--- src/rtl/display_timing_gen_if.sv ---
// Raster interface produced by display_timing_gen and consumed by the pixel-colour blocks.
// frame_count is present only when FRAME_COUNT_EN is defined.
`timescale 1ns/1ps
interface display_timing_gen_if;
    logic       pixel_tick;
    logic [9:0] hCount;
    logic [9:0] vCount;
    logic       hSync;
    logic       vSync;
    logic       bright;
    logic       frame_start;
`ifdef FRAME_COUNT_EN
    logic [7:0] frame_count;

    modport master (output pixel_tick, hCount, vCount, hSync, vSync, bright, frame_start, frame_count);
    modport slave  (input  pixel_tick, hCount, vCount, hSync, vSync, bright, frame_start, frame_count);
`else
    modport master (output pixel_tick, hCount, vCount, hSync, vSync, bright, frame_start);
    modport slave  (input  pixel_tick, hCount, vCount, hSync, vSync, bright, frame_start);
`endif
endinterface

--- src/rtl/display_timing_gen.sv ---
// VGA timing generator: pixel-enable divider, h/v counters and registered sync/bright strobes.
// Optional frame counter enabled by defining FRAME_COUNT_EN.
`timescale 1ns/1ps
module display_timing_gen #(
    parameter int CLK_DIV      = 4,
    parameter int H_TOTAL      = 800,
    parameter int H_SYNC       = 96,
    parameter int H_DISP_START = 144,
    parameter int H_DISP_END   = 783,
    parameter int V_TOTAL      = 525,
    parameter int V_SYNC       = 2,
    parameter int V_DISP_START = 35,
    parameter int V_DISP_END   = 514
) (
    input  logic                 clk,
    input  logic                 rst,
    display_timing_gen_if.master vga
);
    localparam int DIV_W = (CLK_DIV > 2) ? $clog2(CLK_DIV) : 1;
    localparam logic [DIV_W-1:0] DIV_LAST = DIV_W'(CLK_DIV - 1);
    localparam logic [9:0] H_LAST  = 10'(H_TOTAL - 1);
    localparam logic [9:0] V_LAST  = 10'(V_TOTAL - 1);
    localparam logic [9:0] H_SW    = 10'(H_SYNC);
    localparam logic [9:0] V_SW    = 10'(V_SYNC);
    localparam logic [9:0] H_DS    = 10'(H_DISP_START);
    localparam logic [9:0] H_DE    = 10'(H_DISP_END);
    localparam logic [9:0] V_DS    = 10'(V_DISP_START);
    localparam logic [9:0] V_DE    = 10'(V_DISP_END);

    logic [DIV_W-1:0] div;
    logic [9:0]       h_count;
    logic [9:0]       v_count;
    logic [9:0]       h_next;
    logic [9:0]       v_next;
    logic             h_sync;
    logic             v_sync;
    logic             bright_q;
    logic             tick;
    logic             h_wrap;
    logic             v_wrap;

    function automatic logic in_window(input logic [9:0] h, input logic [9:0] v);
        return (h >= H_DS) && (h <= H_DE) && (v >= V_DS) && (v <= V_DE);
    endfunction

    assign tick   = (div == DIV_LAST);
    assign h_wrap = (h_count == H_LAST);
    assign v_wrap = (v_count == V_LAST);

    always_comb begin
        h_next = h_count;
        v_next = v_count;
        if (tick) begin
            h_next = h_wrap ? 10'd0 : h_count + 10'd1;
            if (h_wrap) begin
                v_next = v_wrap ? 10'd0 : v_count + 10'd1;
            end
        end
    end

    // Strobes are loaded from the next counter values so they never lag the counts.
    always_ff @(posedge clk) begin
        if (rst) begin
            div      <= '0;
            h_count  <= '0;
            v_count  <= '0;
            h_sync   <= 1'b0;
            v_sync   <= 1'b0;
            bright_q <= 1'b0;
        end else begin
            div      <= tick ? '0 : div + DIV_W'(1);
            h_count  <= h_next;
            v_count  <= v_next;
            h_sync   <= (h_next >= H_SW);
            v_sync   <= (v_next >= V_SW);
            bright_q <= in_window(h_next, v_next);
        end
    end

    assign vga.pixel_tick  = tick;
    assign vga.hCount      = h_count;
    assign vga.vCount      = v_count;
    assign vga.hSync       = h_sync;
    assign vga.vSync       = v_sync;
    assign vga.bright      = bright_q;
    assign vga.frame_start = tick && h_wrap && v_wrap;

`ifdef FRAME_COUNT_EN
    logic [7:0] frame_cnt;

    always_ff @(posedge clk) begin
        if (rst) begin
            frame_cnt <= 8'd0;
        end else if (vga.frame_start) begin
            frame_cnt <= frame_cnt + 8'd1;
        end
    end

    assign vga.frame_count = frame_cnt;
`endif
endmodule
--- src/flat_wrapper.sv ---
// flat-port wrapper written by rule: the top's interface ports become plain ports
module display_timing_gen_flat 
#(
    parameter int CLK_DIV      = 4,
    parameter int H_TOTAL      = 800,
    parameter int H_SYNC       = 96,
    parameter int H_DISP_START = 144,
    parameter int H_DISP_END   = 783,
    parameter int V_TOTAL      = 525,
    parameter int V_SYNC       = 2,
    parameter int V_DISP_START = 35,
    parameter int V_DISP_END   = 514
)
  (clk, rst, vga_pixel_tick, vga_hCount, vga_vCount, vga_hSync, vga_vSync, vga_bright, vga_frame_start);
  display_timing_gen_if vga_i ();
  input  logic clk;
  input  logic rst;
  output wire logic [$bits(vga_i.pixel_tick)-1:0] vga_pixel_tick;
  output wire logic [$bits(vga_i.hCount)-1:0] vga_hCount;
  output wire logic [$bits(vga_i.vCount)-1:0] vga_vCount;
  output wire logic [$bits(vga_i.hSync)-1:0] vga_hSync;
  output wire logic [$bits(vga_i.vSync)-1:0] vga_vSync;
  output wire logic [$bits(vga_i.bright)-1:0] vga_bright;
  output wire logic [$bits(vga_i.frame_start)-1:0] vga_frame_start;
  assign vga_pixel_tick = vga_i.pixel_tick;
  assign vga_hCount = vga_i.hCount;
  assign vga_vCount = vga_i.vCount;
  assign vga_hSync = vga_i.hSync;
  assign vga_vSync = vga_i.vSync;
  assign vga_bright = vga_i.bright;
  assign vga_frame_start = vga_i.frame_start;
  display_timing_gen #(.CLK_DIV(CLK_DIV), .H_TOTAL(H_TOTAL), .H_SYNC(H_SYNC), .H_DISP_START(H_DISP_START), .H_DISP_END(H_DISP_END), .V_TOTAL(V_TOTAL), .V_SYNC(V_SYNC), .V_DISP_START(V_DISP_START), .V_DISP_END(V_DISP_END)) u_core (.clk(clk), .rst(rst), .vga(vga_i));
endmodule
--- config.mk ---
export PLATFORM = sky130hd
export DESIGN_NAME = display_timing_gen_flat
export DESIGN_NICKNAME = d
export VERILOG_FILES = /design/src/rtl/display_timing_gen_if.sv /design/src/rtl/display_timing_gen.sv /design/src/flat_wrapper.sv
export SDC_FILE = /design/constraint.sdc
export NUM_CORES = 1
export LEC_CHECK = 0
export BUFFER_PORTS_ARGS = -buffer_cell sky130_fd_sc_hd__buf_2
export CORE_MARGIN = 1
export CORE_UTILIZATION = 55
export CTS_CLUSTER_SIZE = 28
export DETAILED_ROUTE_END_ITERATION = 10
export GPL_ROUTABILITY_DRIVEN = 0
export GPL_TIMING_DRIVEN = 0
export PLACE_DENSITY = 0.79
export SLEW_MARGIN = 40
export SYNTH_ARGS = -nofsm -noshare
export SYNTH_HDL_FRONTEND = slang
export SYNTH_SLANG_ARGS = --single-unit
--- constraint.sdc ---
create_clock -name clk -period 2.85 [get_ports clk]
set_clock_uncertainty 0.2 [all_clocks]
set_input_delay 0.57 -clock clk [delete_from_list [all_inputs] [get_ports clk]]
set_output_delay 0.57 -clock clk [all_outputs]
set_load 0.05 [all_outputs]
== Word level (Yosys, flattened, before mapping) ==
Index checks and enable logic that the tools add are counted.

* $add $sub $neg: 3
* Order comparisons: 6
* Eq/ne operators: 3
* Muxes and demuxes: 5
* Reductions and logical operators: 6

{| class="wikitable"
|+ Operators by type and width
! kind !! number
|-
| 10-bit 2-to-1 mux || 5
|-
| 10-bit by 1-bit adder with 10-bit output (second input constant) || 2
|-
| 10-bit equality test (second input constant) || 2
|-
| 10-bit less-or-equal comparator (second input constant) || 2
|-
| 10-bit by 2-bit >= comparator with 1-bit output (second input constant) || 1
|-
| 10-bit by 6-bit >= comparator with 1-bit output (second input constant) || 1
|-
| 10-bit by 7-bit >= comparator with 1-bit output (second input constant) || 1
|-
| 10-bit by 8-bit >= comparator with 1-bit output (second input constant) || 1
|-
| 1-bit logical AND || 5
|-
| 2-bit by 1-bit adder with 2-bit output (second input constant) || 1
|-
| 2-bit equality test (second input constant) || 1
|-
| 2-bit OR reduction || 1
|}

* Flip-flop bits (word level): 25

== Logic depth before layout (Yosys ltp) ==
Gate-level depths: netlist of run 1.

* Word-level depth: 7
* Gate-level depth with buffers: 11
* Depth with buffers taken out: 9

== Least setup slack after synthesis of run 1 ==
Ideal clock, no wire load.

* Path kind: reg-to-output
* From: register u_core.div[0]
* To: output port vga_frame_start
* Data arrival time: 2.231 ns
* Required time: 2.080 ns
* Setup slack: -0.151 ns
* Stages on the path, launching flop included: 7
* Buffers on the path: 1
* Cells stage by stage: dfxtp_1 > ha_1 > buf_2 > nand2_1 > nor2_1 > nand2_1 > nor2_1

* Word-level cells in the longest chain between the ends: 3

{| class="wikitable"
|+ RTL lines
! element !! RTL line !! text
|-
| from (decl) || display_timing_gen.sv:30 || <nowiki>logic [DIV_W-1:0] div;</nowiki>
|-
| from (signal assigned) || display_timing_gen.sv:71 || <nowiki>div <= tick ? '0 : div + DIV_W'(1);</nowiki>
|-
| 2-bit equality test || display_timing_gen.sv:46 || <nowiki>assign tick = (div == DIV_LAST);</nowiki>
|-
| net vga_pixel_tick || flat_wrapper.sv:18 || <nowiki>output wire logic [$bits(vga_i.pixel_tick)-1:0] vga_pixel_tick;</nowiki>
|-
| 1-bit logical AND (2 in a row) || display_timing_gen.sv:86 || <nowiki>assign vga.frame_start = tick && h_wrap && v_wrap;</nowiki>
|-
| to (decl) || flat_wrapper.sv:24 || <nowiki>output wire logic [$bits(vga_i.frame_start)-1:0] vga_frame_start;</nowiki>
|}

The timed path passes the listed nets, and every way through them passes these cells.

== Final worst setup path of run 1 ==
* From: register u_core.v_count[1], in the netlist u_core.vga.vCount[1]
* To: output port vga_frame_start

* Word-level cells in the longest chain between the ends: 2

{| class="wikitable"
|+ RTL lines
! element !! RTL line !! text
|-
| from (decl) || display_timing_gen.sv:32 || <nowiki>logic [9:0] v_count;</nowiki>
|-
| from (signal assigned) || display_timing_gen.sv:73 || <nowiki>v_count <= v_next;</nowiki>
|-
| 10-bit equality test || display_timing_gen.sv:48 || <nowiki>assign v_wrap = (v_count == V_LAST);</nowiki>
|-
| 1-bit logical AND || display_timing_gen.sv:86 ||
|}

Every way passes these cells.

==> results.yml, run 1 <==
pwr:
  p_clk_share_pct: 30.4
  p_switching_uw: 135
  p_seq_share_pct: 64.6
  swShare_pct: 24.5
  combPwrFrac_pct: 5.0
  power_uw: 553
  ir_worst_vdd_mv: 0.280
  intPower_uw: 417
  power_leakage_nw: 0.687
  p_per_area_nw_per_um2: 312
drt:
  vias: 1545
  detail_route.wl_per_cell_um: 14.5
  ant_nets: 0
  wl_um: 3730
  dr.pass1.iters: 5
  post-route-drc-count: 0
  vias_per_cell: 5.99
  drt-initial-drc-count: 69
floorplanning:
  die_w_um: 55.2
  die_y_um: 55.2
  die_area_um2: 3050
  row_count: 18
  io_pins: 27
  start_util_pct: 60.7
  coreArea_um2: 2570
setup_path:
  critPathKind: "reg2out"
  ff2ff_path_depth: 8
  rr_startpoint: "u_core.vga.hCount[0]"
  r2r_slack_ns: 0.13
  crit_arrival_ns: 1.96
  cpPeakStageDelay_ns: 0.40
  critical_path.startpoint: "u_core.vga.vCount[1]"
  crit_buf_inv: 2
  cp-start-kind: "register"
  worstPathMaxFanout: 7
  required_ns: 2.08
  r2r-end: "u_core.vga.bright"
  path_cells: "inv_1 > ha_1 > nor4bb_2 > and3b_2 > nand2b_1 > nor2_2 > buf_6"
  setup.worst_path.end_class: "output port"
  cpMaxStageDelayCell: "dfxtp_1"
  crit_family: "simple AND/OR/NAND/NOR gates"
sta:
  rsz0062_at_grt: "true"
  timing.fmax_mhz: 366
  worst_slack_ns: 0.116
  holdWs_ns: 0.239
  min_period_ns: 2.73
  setup_viol: 0
  fin_tns_setup_ns: 0
  worst_pin_slew_ns: 0.551
  fin_crit_sh_pct: 95.9
  slew_viol_final: 0
  max_slew_margin_pct: 62.9
  hold_violations: 0
layout:
  ff_latch_area_um2: 502
  finalCoreUtilization_pct: 69.0
  multi_input_area_um2: 980
  layout-drive-gt1-share_pct: 20.6
  antennaDiodeCount: 0
  area_growth_pct: 13.7
  nNetsFinal: 235
  num-fill-cells: 230
clocking:
  clk_pin_slew_ns: 0.14
  cts_sinks: 25
  clockRootBuffer: "clkbuf_4"
  clockBufferDepth: 2
  cts_buffers: 3
  insertion_delay_ns: 0.33
  cts_tree: "done"
  postCtsSetupBuffers: 0
  h-tree-depth: 1
  cts_hold_buf: 0
synthesis:
  synth_top_flop_cell: "dfxtp_1"
  netlist_top_cells_area: "dfxtp_1 (32%), nor2_1 (5.8%), a21oi_1 (4.5%)"
  synthCells: 200
  syn-cell-area_um2: 1560
  ys.warnings.count: 0
  synth-seq-area-share_pct: 32.1
  synth_cell_types: 48
  synth_edf_count: 0
  syn_nets: 206
  synth.avg_cell_area_um2: 7.79
  synth_top_area_share_pct: 32.1
  ys_ff_latch: 25
  synth_most_common_cell: "dfxtp_1"
  synth_area_leader_cell: "dfxtp_1"
  ys_top_cells_by_count: "dfxtp_1 (25), nor2_1 (24), nand2_1 (15)"
  synth-async-reset-ratio_pct: 0
placed_design:
  dp_slack_ns: 0.256
  post-dp-hpwl_um: 2730
  port-buffer-count: 25
grt:
  grt_usage_pct: 25.1
  antenna_found_initial: 0
  grt_first_pass_wirelength_um: 6220
  overflow: 0
  grt_max_degree: 14
  grt_pass1_vias: 1386
run_status:
  outcome: "completed"
min_path:
  hp-start: "u_core.div[0]"
  min_path_cells: 1
  hp-class: "reg2reg"
  min_to: "u_core.div[0]"
job:
  cap_violations: 0
[what timing repair did]
item,CTS,global route
endpoints found under the setup margin,1,1
pin swaps,0,0
gates resized for setup,2,6
[power groups by stage]
stage / Clock [mW] / Sequential (mW) / Combinational [mW]
3_3_place_gp: 0 / 0.364 / 0.0268
2_1_floorplan: 0 / 0.368 / 0.0176
4_1_cts: 0.173 / 0.357 / 0.0277
5_1_grt: 0.188 / 0.358 / 0.0301
3_5_place_dp: 0 / 0.365 / 0.0276
6_report: 0.168 / 0.357 / 0.0276
[registers in the layout, summed over array words and instances, names as in the netlist]
| signal | count |
|---|---|
| u_core.vga.hCount | 10 |
| u_core.vga.vCount | 10 |
| u_core.div | 2 |
| u_core.vga.bright | 1 |
| u_core.vga.hSync | 1 |
| u_core.vga.vSync | 1 |
[logic make-up after synthesis]
logic type      count (synthesis)  synth area share (%)
compound gates                 49                  20.6
fa+ha+maj                       4                  3.21
buf+inv                        23                  6.26
mux                             1                 0.643
simple gates                   87                  31.0
xor+xnor                       11                  6.18
flops                          25                  32.1
[per-layer routing]
| metal | GRT usage [%] | part of all wire, % |
|---|---|---|
| met1 | 35.5 | 47 |
| met2 | 40.6 | 45 |
| met3 | 3.75 | 7.6 |
| met4 | 5.71 | 0.75 |
| met5 | 0 | 0 |
[layout make-up]
class	instances	area share (%)
Buffer	17	4.24
Inverter	5	1.06
Multi-Input combinational cell	152	55.3
Clock buffer	4	1.48
Tap cell	30	2.12
Timing Repair Buffer	25	7.42
Sequential cell	25	28.3
[through the flow]
step | area, µm² | instances
floorplan | 1560 | 200
global placement | 1720 | 255
detailed placement | 1720 | 255
CTS | 1750 | 259
global route | 1770 | 258
finish | 1770 | 258
[cell usage in the layout, fill, tap and decap left out, types with 2 or more instances in the layout]
cell and instances:
a211oi_1 2, a21o_1 2, a21oi_1 14, a222oi_1 2
a311oi_1 2, a31oi_1 4, and2_1 2, and3_1 4
buf_2 29, clkbuf_1 11, clkbuf_4 3, dfxtp_1 24
ha_1 4, inv_1 5, nand2_1 14, nand2_2 2
nand2b_1 3, nand3_1 11, nand4_1 3, nor2_1 22
nor2b_1 2, nor3_1 9, nor3b_1 2, o21a_1 2
o21ai_0 8, o22ai_1 3, o31ai_1 3, or3_1 2
xnor2_1 6, xor2_1 5
[how the worst max path moves through the flow]
stage	end	slack, ns	cells past startpoint
CTS	vga_frame_start	0.03	7
floorplan	vga_frame_start	0.08	6
detailed placement	u_core.vga.bright	0.26	9
finish	vga_frame_start	0.12	7
global route	vga_frame_start	0.005	7
global placement	u_core.vga.bright	0.30	9
Power figures use the tool's default switching activity.
==> inputs of run 2 (changes only) <==
- PLACE_DENSITY: 0.79 -> unset
- PLACE_DENSITY_LB_ADDON: unset -> 0.1
==> run 2 against run 1 <==
Against the previous run:
- register-to-register slack better by 0.11 ns
- highest routed layer unchanged
- sequential power about the same
- non-clock buffer count up 2
==> results.yml, run 2 (synthesis results as in run 1) <==
floorplanning:
  die_w_um: 55.2
  row_count: 18
  die_y_um: 55.2
  coreArea_um2: 2570
  die_area_um2: 3050
  io_pins: 27
  start_util_pct: 60.7
sta:
  fin_crit_sh_pct: 96.9
  rsz0062_at_grt: "false"
  fin_tns_setup_ns: 0
  setup_viol: 0
  slew_viol_final: 0
  timing.fmax_mhz: 362
  holdWs_ns: 0.246
  max_slew_margin_pct: 63.8
  worst_pin_slew_ns: 0.543
  min_period_ns: 2.76
  hold_violations: 0
job:
  cap_violations: 0
placed_design:
  post-dp-hpwl_um: 2750
  post_dp_cell_area_um2: 1720
  port-buffer-count: 25
grt:
  use_met1_pct: 33.2
  grt_use_met2_pct: 40.6
  grt_first_pass_wirelength_um: 6060
  grt_usage_pct: 24.4
  gr-usage-met3_pct: 2.11
  grt_max_degree: 14
  antenna_found_initial: 0
  grt_pass1_vias: 1362
  grt.busiest_layer: "met2"
  overflow: 0
drt:
  detail_route.wl_per_cell_um: 14.0
  vias_per_cell: 6.06
  wl_um: 3650
  vias: 1575
  post-route-drc-count: 0
  dr.pass1.iters: 5
  ant_nets: 0
  drt-initial-drc-count: 73
clocking:
  cts_buffers: 3
  clk_pin_slew_ns: 0.14
  cts_tree: "done"
  insertion_delay_ns: 0.31
  clockRootBuffer: "clkbuf_4"
  cts_hold_buf: 0
  cts_sinks: 25
  h-tree-depth: 1
  clockBufferDepth: 2
setup_path:
  cpPeakStageDelay_ns: 0.38
  crit_arrival_ns: 1.99
  cp-start-kind: "register"
  required_ns: 2.08
  setup.worst_path.end_class: "output port"
  critPathKind: "reg2out"
  crit_buf_inv: 2
  worstPathMaxFanout: 7
  crit_family: "simple AND/OR/NAND/NOR gates"
  cpMaxStageDelayCell: "dfxtp_2"
  path_cells: "inv_1 > ha_1 > nor4bb_2 > and3b_2 > nand2b_1 > nor2_2 > buf_4"
layout:
  finalCoreUtilization_pct: 69.2
  area_growth_pct: 14.0
  nNetsFinal: 237
  final_cell_mix: "buf_2 (29), dfxtp_1 (24), nor2_1 (22), a21oi_1 (14), nand2_1 (13)"
  layout-drive-gt1-share_pct: 21.3
  finish.instance_area_um2: 1780
  num-fill-cells: 244
  antennaDiodeCount: 0
  final_common_cell: "buf_2"
pwr:
  power_leakage_nw: 0.692
  p_per_area_nw_per_um2: 307
  ir_worst_vdd_mv: 0.263
min_path:
  hp-class: "reg2reg"
run_status:
  outcome: "completed"
## run 2: area by class of cell
cell class | instances | area (µm²) | area share (%)
inverter | 5 | 18.8 | 1.06
sequential | 25 | 502 | 28.3
buffer | 18 | 78.8 | 4.44
tap | 30 | 37.5 | 2.11
timing repair buffer | 26 | 135 | 7.61
clock buffer | 4 | 26.3 | 1.48
multi-input combinational | 152 | 977 | 55.0
## run 2: final timing paths
path / endpoint / cells past startpoint / slack, ns / from
setup / recovery: vga_frame_start / 7 / 0.09 / u_core.vga.vCount[0]
hold / removal: u_core.div[0] / 1 / 0.25 / u_core.div[0]
setup reg to reg: u_core.vga.bright / 9 / 0.24 / u_core.div[0]
hold reg to reg: u_core.div[0] / 1 / 0.25 / u_core.div[0]
## run 2: stage by stage
step           setup WS [ns]  cells  power, mW
3_5_place_dp           0.220    255      0.393
6_report              0.0884    260      0.545
4_1_cts               0.0114    259      0.547
2_1_floorplan         0.0793    200      0.386
3_3_place_gp           0.275    255      0.391
5_1_grt              0.00558    260      0.563
## run 2: routing by layer
layer  vias to the layer above  routed length [µm]
met4                         0                  55
met3                         6                 267
met5                         -                   0
met1                       719                1630
met2                        73                1700
li1                        777                   -
## run 2: report_power, final
group | total, mW | internal, mW | switching (mW)
clock | 0.160 | 0.0547 | 0.105
sequential | 0.357 | 0.354 | 0.00285
combinational | 0.0275 | 0.00787 | 0.0196
## run 2: what timing repair did
item                                    CTS  global route
buffers inserted                          0             1
pin swaps                                 0             1
endpoints found under the setup margin    1             2
resized for setup                         1             6
